**src/rtl/axi_lite_calc_master_if.sv**
```systemverilog
`default_nettype none
// ============================================================================
// Module      : axi_lite_calc_master_if
// Description : AXI4-Lite bus between the calculator master and its slave.
// Revision    : 1.0 - initial release
// ============================================================================
interface axi_lite_calc_master_if #(
    parameter int unsigned DATA_WIDTH = 8,
    parameter int unsigned ADDR_WIDTH = 32
);
    logic [ADDR_WIDTH-1:0] awaddr;
    logic                  awvalid;
    logic                  awready;
    logic [DATA_WIDTH-1:0] wdata;
    logic                  wvalid;
    logic                  wready;
    logic [1:0]            bresp;
    logic                  bvalid;
    logic                  bready;
    logic [ADDR_WIDTH-1:0] araddr;
    logic                  arvalid;
    logic                  arready;
    logic [DATA_WIDTH-1:0] rdata;
    logic [1:0]            rresp;
    logic                  rvalid;
    logic                  rready;

    modport master (
        output awaddr, awvalid, input awready,
        output wdata, wvalid, input wready,
        input  bresp, bvalid, output bready,
        output araddr, arvalid, input arready,
        input  rdata, rresp, rvalid, output rready
    );

    modport slave (
        input  awaddr, awvalid, output awready,
        input  wdata, wvalid, output wready,
        output bresp, bvalid, input bready,
        input  araddr, arvalid, output arready,
        output rdata, rresp, rvalid, input rready
    );
endinterface
`default_nettype wire

```
**src/rtl/axi_lite_calc_master.sv**
```systemverilog
`default_nettype none
// ============================================================================
// Module      : axi_lite_calc_master
// Description : Writes op1/op2/opcode to slave offsets 0..2, reads the result
//               at offset 3 and returns it with a status code.
//               Optional macro CALC_TIMEOUT_EN adds a per-phase watchdog.
// Revision    : 1.0 - initial release
// ============================================================================
module axi_lite_calc_master #(
    parameter int unsigned           DATA_WIDTH     = 8,
    parameter int unsigned           ADDR_WIDTH     = 32,
    parameter logic [ADDR_WIDTH-1:0] BASE_ADDR      = '0,
    parameter int unsigned           TIMEOUT_CYCLES = 256
) (
    input  logic                   clk,
    input  logic                   rstn,
    input  logic                   cmd_valid,
    output logic                   cmd_ready,
    input  logic [DATA_WIDTH-1:0]  cmd_op1,
    input  logic [DATA_WIDTH-1:0]  cmd_op2,
    input  logic [DATA_WIDTH-1:0]  cmd_opcode,
    output logic                   rsp_valid,
    input  logic                   rsp_ready,
    output logic [DATA_WIDTH-1:0]  rsp_data,
    output logic [1:0]             rsp_err,
    axi_lite_calc_master_if.master bus
);

    localparam logic [2:0] c_ST_IDLE = 3'd0;
    localparam logic [2:0] c_ST_AW   = 3'd1;
    localparam logic [2:0] c_ST_W    = 3'd2;
    localparam logic [2:0] c_ST_B    = 3'd3;
    localparam logic [2:0] c_ST_AR   = 3'd4;
    localparam logic [2:0] c_ST_R    = 3'd5;
    localparam logic [2:0] c_ST_RSP  = 3'd6;

    localparam logic [1:0] c_ERR_OK  = 2'b00;
    localparam logic [1:0] c_ERR_SLV = 2'b10;
    localparam logic [1:0] c_ERR_TMO = 2'b11;

    localparam logic [ADDR_WIDTH-1:0] c_RD_ADDR = BASE_ADDR + ADDR_WIDTH'(3);

    logic [2:0]            r_state,     w_state_nxt;
    logic [1:0]            r_idx,       w_idx_nxt;
    logic [DATA_WIDTH-1:0] r_op1,       w_op1_nxt;
    logic [DATA_WIDTH-1:0] r_op2,       w_op2_nxt;
    logic [DATA_WIDTH-1:0] r_opc,       w_opc_nxt;
    logic                  r_cmd_ready, w_cmd_ready_nxt;
    logic                  r_awvalid,   w_awvalid_nxt;
    logic [ADDR_WIDTH-1:0] r_awaddr,    w_awaddr_nxt;
    logic                  r_wvalid,    w_wvalid_nxt;
    logic [DATA_WIDTH-1:0] r_wdata,     w_wdata_nxt;
    logic                  r_bready,    w_bready_nxt;
    logic                  r_arvalid,   w_arvalid_nxt;
    logic [ADDR_WIDTH-1:0] r_araddr,    w_araddr_nxt;
    logic                  r_rready,    w_rready_nxt;
    logic                  r_rsp_valid, w_rsp_valid_nxt;
    logic [DATA_WIDTH-1:0] r_rsp_data,  w_rsp_data_nxt;
    logic [1:0]            r_err,       w_err_nxt;

    logic [DATA_WIDTH-1:0] w_wsel;
    logic [1:0]            w_idx_inc;
    logic                  w_tmo_hit;

    assign w_wsel    = (r_idx == 2'd0) ? r_op1 : (r_idx == 2'd1) ? r_op2 : r_opc;
    assign w_idx_inc = r_idx + 2'd1;

`ifdef CALC_TIMEOUT_EN
    localparam int unsigned c_TMO_W = $clog2(TIMEOUT_CYCLES + 1);

    logic [c_TMO_W-1:0] r_tmo_cnt;
    logic               w_in_axi;

    assign w_in_axi  = r_state inside {c_ST_AW, c_ST_W, c_ST_B, c_ST_AR, c_ST_R};
    assign w_tmo_hit = w_in_axi && (r_tmo_cnt == c_TMO_W'(TIMEOUT_CYCLES - 1));

    // Restarts on every state change so each bus phase gets its own budget.
    always_ff @(posedge clk or negedge rstn) begin
        if (!rstn) begin
            r_tmo_cnt <= '0;
        end else if (w_state_nxt != r_state) begin
            r_tmo_cnt <= '0;
        end else if (w_in_axi) begin
            r_tmo_cnt <= r_tmo_cnt + c_TMO_W'(1);
        end
    end
`else
    logic w_unused_tmo;
    assign w_unused_tmo = (TIMEOUT_CYCLES == 0);
    assign w_tmo_hit    = 1'b0;
`endif

    always_comb begin
        w_state_nxt     = r_state;
        w_idx_nxt       = r_idx;
        w_op1_nxt       = r_op1;
        w_op2_nxt       = r_op2;
        w_opc_nxt       = r_opc;
        w_cmd_ready_nxt = r_cmd_ready;
        w_awvalid_nxt   = r_awvalid;
        w_awaddr_nxt    = r_awaddr;
        w_wvalid_nxt    = r_wvalid;
        w_wdata_nxt     = r_wdata;
        w_bready_nxt    = r_bready;
        w_arvalid_nxt   = r_arvalid;
        w_araddr_nxt    = r_araddr;
        w_rready_nxt    = r_rready;
        w_rsp_valid_nxt = r_rsp_valid;
        w_rsp_data_nxt  = r_rsp_data;
        w_err_nxt       = r_err;

        case (r_state)
            c_ST_IDLE: begin
                if (cmd_valid && r_cmd_ready) begin
                    w_op1_nxt       = cmd_op1;
                    w_op2_nxt       = cmd_op2;
                    w_opc_nxt       = cmd_opcode;
                    w_cmd_ready_nxt = 1'b0;
                    w_state_nxt     = c_ST_AW;
                end
            end
            c_ST_AW: begin
                // Entry from IDLE arrives with awvalid low; later writes enter with it set.
                if (!r_awvalid) begin
                    w_awvalid_nxt = 1'b1;
                    w_awaddr_nxt  = BASE_ADDR + ADDR_WIDTH'(r_idx);
                end else if (bus.awready) begin
                    w_awvalid_nxt = 1'b0;
                    w_wvalid_nxt  = 1'b1;
                    w_wdata_nxt   = w_wsel;
                    w_state_nxt   = c_ST_W;
                end
            end
            c_ST_W: begin
                if (bus.wready) begin
                    w_wvalid_nxt = 1'b0;
                    w_bready_nxt = 1'b1;
                    w_state_nxt  = c_ST_B;
                end
            end
            c_ST_B: begin
                if (bus.bvalid) begin
                    w_bready_nxt = 1'b0;
                    if ((bus.bresp != 2'b00) && (r_err == c_ERR_OK)) begin
                        w_err_nxt = c_ERR_SLV;
                    end
                    if (r_idx < 2'd2) begin
                        w_idx_nxt     = w_idx_inc;
                        w_awvalid_nxt = 1'b1;
                        w_awaddr_nxt  = BASE_ADDR + ADDR_WIDTH'(w_idx_inc);
                        w_state_nxt   = c_ST_AW;
                    end else begin
                        w_arvalid_nxt = 1'b1;
                        w_araddr_nxt  = c_RD_ADDR;
                        w_state_nxt   = c_ST_AR;
                    end
                end
            end
            c_ST_AR: begin
                if (bus.arready) begin
                    w_arvalid_nxt = 1'b0;
                    w_rready_nxt  = 1'b1;
                    w_state_nxt   = c_ST_R;
                end
            end
            c_ST_R: begin
                if (bus.rvalid) begin
                    w_rsp_data_nxt  = bus.rdata;
                    w_rready_nxt    = 1'b0;
                    w_rsp_valid_nxt = 1'b1;
                    w_state_nxt     = c_ST_RSP;
                    if ((bus.rresp != 2'b00) && (r_err == c_ERR_OK)) begin
                        w_err_nxt = c_ERR_SLV;
                    end
                end
            end
            c_ST_RSP: begin
                if (rsp_ready) begin
                    w_rsp_valid_nxt = 1'b0;
                    w_err_nxt       = c_ERR_OK;
                    w_idx_nxt       = 2'd0;
                    w_cmd_ready_nxt = 1'b1;
                    w_state_nxt     = c_ST_IDLE;
                end
            end
            default: begin
                w_state_nxt = c_ST_IDLE;
            end
        endcase

        // Watchdog expiry abandons the phase and reports a timeout with no data.
        if (w_tmo_hit && (w_state_nxt == r_state)) begin
            w_awvalid_nxt   = 1'b0;
            w_wvalid_nxt    = 1'b0;
            w_bready_nxt    = 1'b0;
            w_arvalid_nxt   = 1'b0;
            w_rready_nxt    = 1'b0;
            w_rsp_data_nxt  = '0;
            w_err_nxt       = c_ERR_TMO;
            w_rsp_valid_nxt = 1'b1;
            w_state_nxt     = c_ST_RSP;
        end
    end

    always_ff @(posedge clk or negedge rstn) begin
        if (!rstn) begin
            r_state     <= c_ST_IDLE;
            r_idx       <= 2'd0;
            r_op1       <= '0;
            r_op2       <= '0;
            r_opc       <= '0;
            r_cmd_ready <= 1'b1;
            r_awvalid   <= 1'b0;
            r_awaddr    <= '0;
            r_wvalid    <= 1'b0;
            r_wdata     <= '0;
            r_bready    <= 1'b0;
            r_arvalid   <= 1'b0;
            r_araddr    <= '0;
            r_rready    <= 1'b0;
            r_rsp_valid <= 1'b0;
            r_rsp_data  <= '0;
            r_err       <= c_ERR_OK;
        end else begin
            r_state     <= w_state_nxt;
            r_idx       <= w_idx_nxt;
            r_op1       <= w_op1_nxt;
            r_op2       <= w_op2_nxt;
            r_opc       <= w_opc_nxt;
            r_cmd_ready <= w_cmd_ready_nxt;
            r_awvalid   <= w_awvalid_nxt;
            r_awaddr    <= w_awaddr_nxt;
            r_wvalid    <= w_wvalid_nxt;
            r_wdata     <= w_wdata_nxt;
            r_bready    <= w_bready_nxt;
            r_arvalid   <= w_arvalid_nxt;
            r_araddr    <= w_araddr_nxt;
            r_rready    <= w_rready_nxt;
            r_rsp_valid <= w_rsp_valid_nxt;
            r_rsp_data  <= w_rsp_data_nxt;
            r_err       <= w_err_nxt;
        end
    end

    assign cmd_ready   = r_cmd_ready;
    assign rsp_valid   = r_rsp_valid;
    assign rsp_data    = r_rsp_data;
    assign rsp_err     = r_err;
    assign bus.awvalid = r_awvalid;
    assign bus.awaddr  = r_awaddr;
    assign bus.wvalid  = r_wvalid;
    assign bus.wdata   = r_wdata;
    assign bus.bready  = r_bready;
    assign bus.arvalid = r_arvalid;
    assign bus.araddr  = r_araddr;
    assign bus.rready  = r_rready;

endmodule
`default_nettype wire

```
**src/flat_wrapper.sv**
```systemverilog
// flat-port wrapper written by rule: the top's interface ports become plain ports
module axi_lite_calc_master_flat 
#(
    parameter int unsigned           DATA_WIDTH     = 8,
    parameter int unsigned           ADDR_WIDTH     = 32,
    parameter logic [ADDR_WIDTH-1:0] BASE_ADDR      = '0,
    parameter int unsigned           TIMEOUT_CYCLES = 256
)
  (clk, rstn, cmd_valid, cmd_ready, cmd_op1, cmd_op2, cmd_opcode, rsp_valid, rsp_ready, rsp_data, rsp_err, bus_awaddr, bus_awvalid, bus_awready, bus_wdata, bus_wvalid, bus_wready, bus_bresp, bus_bvalid, bus_bready, bus_araddr, bus_arvalid, bus_arready, bus_rdata, bus_rresp, bus_rvalid, bus_rready);
  axi_lite_calc_master_if #(.DATA_WIDTH(DATA_WIDTH), .ADDR_WIDTH(ADDR_WIDTH)) bus_i ();
  input  logic clk;
  input  logic rstn;
  input  logic cmd_valid;
  output logic cmd_ready;
  input  logic [DATA_WIDTH-1:0] cmd_op1;
  input  logic [DATA_WIDTH-1:0] cmd_op2;
  input  logic [DATA_WIDTH-1:0] cmd_opcode;
  output logic rsp_valid;
  input  logic rsp_ready;
  output logic [DATA_WIDTH-1:0] rsp_data;
  output logic [1:0] rsp_err;
  output wire logic [$bits(bus_i.awaddr)-1:0] bus_awaddr;
  output wire logic [$bits(bus_i.awvalid)-1:0] bus_awvalid;
  input wire logic [$bits(bus_i.awready)-1:0] bus_awready;
  output wire logic [$bits(bus_i.wdata)-1:0] bus_wdata;
  output wire logic [$bits(bus_i.wvalid)-1:0] bus_wvalid;
  input wire logic [$bits(bus_i.wready)-1:0] bus_wready;
  input wire logic [$bits(bus_i.bresp)-1:0] bus_bresp;
  input wire logic [$bits(bus_i.bvalid)-1:0] bus_bvalid;
  output wire logic [$bits(bus_i.bready)-1:0] bus_bready;
  output wire logic [$bits(bus_i.araddr)-1:0] bus_araddr;
  output wire logic [$bits(bus_i.arvalid)-1:0] bus_arvalid;
  input wire logic [$bits(bus_i.arready)-1:0] bus_arready;
  input wire logic [$bits(bus_i.rdata)-1:0] bus_rdata;
  input wire logic [$bits(bus_i.rresp)-1:0] bus_rresp;
  input wire logic [$bits(bus_i.rvalid)-1:0] bus_rvalid;
  output wire logic [$bits(bus_i.rready)-1:0] bus_rready;
  assign bus_awaddr = bus_i.awaddr;
  assign bus_awvalid = bus_i.awvalid;
  assign bus_i.awready = bus_awready;
  assign bus_wdata = bus_i.wdata;
  assign bus_wvalid = bus_i.wvalid;
  assign bus_i.wready = bus_wready;
  assign bus_i.bresp = bus_bresp;
  assign bus_i.bvalid = bus_bvalid;
  assign bus_bready = bus_i.bready;
  assign bus_araddr = bus_i.araddr;
  assign bus_arvalid = bus_i.arvalid;
  assign bus_i.arready = bus_arready;
  assign bus_i.rdata = bus_rdata;
  assign bus_i.rresp = bus_rresp;
  assign bus_i.rvalid = bus_rvalid;
  assign bus_rready = bus_i.rready;
  axi_lite_calc_master #(.DATA_WIDTH(DATA_WIDTH), .ADDR_WIDTH(ADDR_WIDTH), .BASE_ADDR(BASE_ADDR), .TIMEOUT_CYCLES(TIMEOUT_CYCLES)) u_core (.clk(clk), .rstn(rstn), .cmd_valid(cmd_valid), .cmd_ready(cmd_ready), .cmd_op1(cmd_op1), .cmd_op2(cmd_op2), .cmd_opcode(cmd_opcode), .rsp_valid(rsp_valid), .rsp_ready(rsp_ready), .rsp_data(rsp_data), .rsp_err(rsp_err), .bus(bus_i));
endmodule
```
**config.mk**
```make
export PLATFORM = sky130hd
export DESIGN_NAME = axi_lite_calc_master_flat
export DESIGN_NICKNAME = d
export VERILOG_FILES = /design/src/rtl/axi_lite_calc_master_if.sv /design/src/rtl/axi_lite_calc_master.sv /design/src/flat_wrapper.sv
export SDC_FILE = /design/constraint.sdc
export NUM_CORES = 1
export LEC_CHECK = 0
export CELL_PAD_IN_SITES_DETAIL_PLACEMENT = 0
export CELL_PAD_IN_SITES_GLOBAL_PLACEMENT = 1
export CORE_UTILIZATION = 32
export DETAILED_ROUTE_END_ITERATION = 12
export GPL_ROUTABILITY_DRIVEN = 0
export PLACE_DENSITY_LB_ADDON = 0.08
export SYNTH_ARGS = -nofsm -noshare
export SYNTH_HDL_FRONTEND = slang
export SYNTH_SLANG_ARGS = --single-unit
```
**constraint.sdc**
```tcl
create_clock -name clk -period 1.9 [get_ports clk]
set_input_delay 0.38 -clock clk [delete_from_list [all_inputs] [get_ports clk]]
set_output_delay 0.38 -clock clk [all_outputs]
set_load 0.005 [all_outputs]
```
==> summary.txt <==
Yosys
  • Seq/Total Area, Yosys: 45.5%
  • Cell taking the most area after synthesis: dfrtp_1
  • Synth Area in Simple Gates: 7.80%
  • Largest family of logic cells by synthesized area: buffers and inverters
  • Synthesized instance count: 286
  • Adder-Cell Fraction of Synth Area: 0.812%
  • Synth area leaders: dfrtp_1, buf_4, mux2_2
  • EDFF count, synth: 0
  • Avg Cell Area, Syn: 10.8 µm²
  • Top FF cell, synth: dfrtp_1
  • Xor-xnor portion of the synthesized cell area: 0.284%
  • Synthesis warning total: 0
  • Seq cells post-synth: 56
  • Mux share of post-synthesis cell area: 16.8%
  • Post-synthesis compound-gate area fraction: 9.50%
  • Most common cell in the netlist: buf_4
  • Post-Syn Area: 3080 µm²
  • Share of the synthesized area in the top cell type: 44.7%
  • Commonest cells in the netlist: buf_4, dfrtp_1, mux2_2
  • Async SR Flop Fraction: 100%
  • Distinct cell type count after synthesis: 40

Clock tree
  • CTS Hold Bufs: 0
  • CTS tree: yes
  • CTS sink count: 56
  • Clock Path Buffers: 2
  • CTS Buf Count: 5
  • Setup Fix Bufs, Post-CTS: 0
  • Post-cts sizing count: 0
  • Clk Latency, worst-skew pair: 0.31 ns
  • Clock slew at reported path FFs: 0.10 ns
  • Clk root buf: clkbuf_8
  • H-tree depth: 2

Pwr
  • Leakage: 1.78 nW
  • Worst vdd ir: 0.444 mV
  • Internal: 3.30 mW
  • Share of total power consumed by net switching: 34.3%
  • Switching pwr: 1.72 mW
  • Clock share of power: 13.4%
  • Pwr dens: 1310 nW/µm²
  • Flop pwr share: 40.9%
  • Combinational share of power: 45.6%

Final layout
  • Area of the multi-input gates: 1310 µm²
  • Area taken by flip-flops and latches: 1400 µm²
  • Antenna diodes: 0
  • Filler instances: 953
  • Final Core Density: 41.4%
  • Area Overhead vs Synth: 24.6%
  • # nets final: 409
  • Layout cell share with drive strength beyond 1: 17.1%

Drt
  • Drt drc: 0
  • Initial DRC count: 41
  • Routed WL per cell: 12.5 µm
  • Detailed Route WL: 6170 µm
  • Pre-antenna DRT Iters: 4
  • Vias/cell: 4.14
  • Vias post-DR: 2038
  • Antenna-violating nets left: 0

STA
  • F_max: 0.566 GHz
  • Slew Limit Fails: 0
  • Fin crit share: 93.0%
  • Endpoints failing setup: 0
  • Minimum clock period: 1.77 ns
  • Clock Skews: 0.00627 ns
  • Final Hold Fails: 0
  • Unrepaired setup endpoints after global routing: false
  • Final setup TNS: 0 ns

Job
  • # Max-Cap Violations: 0

Worst setup path
  • Data arrival, critical path: 1.39 ns
  • Setup CP Type: flop to output port
  • Max incr delay on CP: 0.57 ns
  • Req. time, crit path: 1.52 ns
  • Critical Path, Cell by Cell: clkdlybuf4s50_1
  • Kind of cell adding the most delay to the critical path: flip-flops
  • CP bufs+invs: 1
  • CP endpoint kind: output port
  • Slowest CP cell: dfstp_2
  • CP Launch Type: flop
  • Crit Path Max Fanout: 5

Floorplan
  • Row count: 35
  • # IOs: 134
  • DIE WIDTH: 100 µm
  • CORE AREA: 9280 µm²
  • Die Height: 100 µm
  • Die Area: 10000 µm²
  • Initial core utilization: 33.2%

Run status
  • Status: complete, no violations

Global route
  • Initial antenna violation count: 0
  • Largest net degree at the start of global routing: 57
  • Total Routing Usage GR: 12.8%
  • Vias in the first global route: 1952
  • Global-route wire length before repair: 9950 µm
  • Grt ovf: 0

Place
  • DP HPWL: 4560 µm
  • PortBufs: 72

Worst hold path
  • Hold Path Class: input pin to asynchronous set/reset pin
## power by group through the flow
| stage | clock network, mW | registers, mW | logic, mW |
|---|---|---|---|
| after global placement | 0 | 2.07 | 2.31 |
| after detailed placement | 0 | 2.08 | 2.33 |
| after floorplan | 0 | 1.99 | 1.47 |
| final | 0.674 | 2.05 | 2.29 |
| after CTS | 0.714 | 2.06 | 2.34 |
| after global routing | 0.770 | 2.13 | 2.55 |
## logic make-up after synthesis
group	count (synthesis)
AO/OA/AOI/OAI	46
flip-flops	56
XOR/XNOR	1
adder cells (fa/ha/maj)	2
buffers and inverters	82
other	1
AND/OR/NAND/NOR	52
multiplexers	46
## cells in the final DEF, fill, tap and decap left out, types with 2 or more instances in the layout
cell type	instances
nor2b_1	3
mux2i_1	12
dfrtp_1	55
inv_1	6
clkbuf_8	5
mux2_4	4
ha_1	2
conb_1	61
clkdlybuf4s50_1	71
nand2b_1	2
a41oi_1	2
mux2_2	30
buf_12	3
o21a_1	2
buf_4	10
nand3_1	2
a21oi_1	14
a31oi_1	4
nor2_1	12
nand2_1	27
o21ai_1	5
o21ai_0	9
## layout make-up
cell class,instances,area share (%)
sequential,56,36.5
multi-input combinational,208,34.2
timing repair buffer,85,22.1
tap,129,4.20
clock buffer,5,1.79
inverter,6,0.586
clock inverter,3,0.554
## state kept, by name (all words and copies together) (netlist names)
register	flops
u_core.bus.arvalid	1
u_core.r_state	3
u_core.bus.awaddr	2
u_core.cmd_ready	1
u_core.bus.araddr	1
u_core.bus.wdata	8
u_core.r_opc	8
u_core.r_op1	8
u_core.rsp_data	8
u_core.bus.wvalid	1
u_core.bus.awvalid	1
u_core.rsp_err	1
u_core.rsp_valid	1
u_core.r_op2	8
u_core.r_idx	2
u_core.bus.rready	1
u_core.bus.bready	1
## per-stage QoR
step	setup slack (ns)	hold slack, ns	instance area, µm²	cells	power, mW
final	0.133	0.0453	3840	492	5.01
after global placement	0.0391	0.415	3750	484	4.39
after global routing	0.0957	0.0587	3840	492	5.45
after detailed placement	0.0500	0.411	3750	484	4.41
after floorplan	0.416	0.0844	3310	346	3.46
after CTS	0.123	0.0665	3840	492	5.11
## routing by layer
layer | vias to the layer above | global-route usage, % | part of all wire [%]
li1 | 993 | - | -
met1 | 961 | 16.8 | 45
met2 | 77 | 21.2 | 48
met3 | 7 | 2.92 | 6.1
met4 | 0 | 3.34 | 1.1
met5 | - | 0 | 0
## path summary, 6_finish.rpt
| kind | end | from | slack [ns] | depth (start not counted) |
|---|---|---|---|---|
| min in group clk | u_core.bus.wdata[5] | u_core.bus.wdata[5] | 0.49 | 2 |
| worst max register to register | u_core.r_op1[3] | u_core.r_state[0] | 0.22 | 4 |
| max in group asynchronous | u_core.cmd_ready | rstn | 1.57 | 2 |
| worst min-delay path | u_core.bus.awvalid | rstn | 0.05 | 2 |
| worst max-delay path | cmd_ready | u_core.cmd_ready | 0.13 | 1 |
| worst min register to register | u_core.bus.wdata[5] | u_core.bus.wdata[5] | 0.49 | 2 |
No activity file was read; power rests on OpenSTA's default activity.
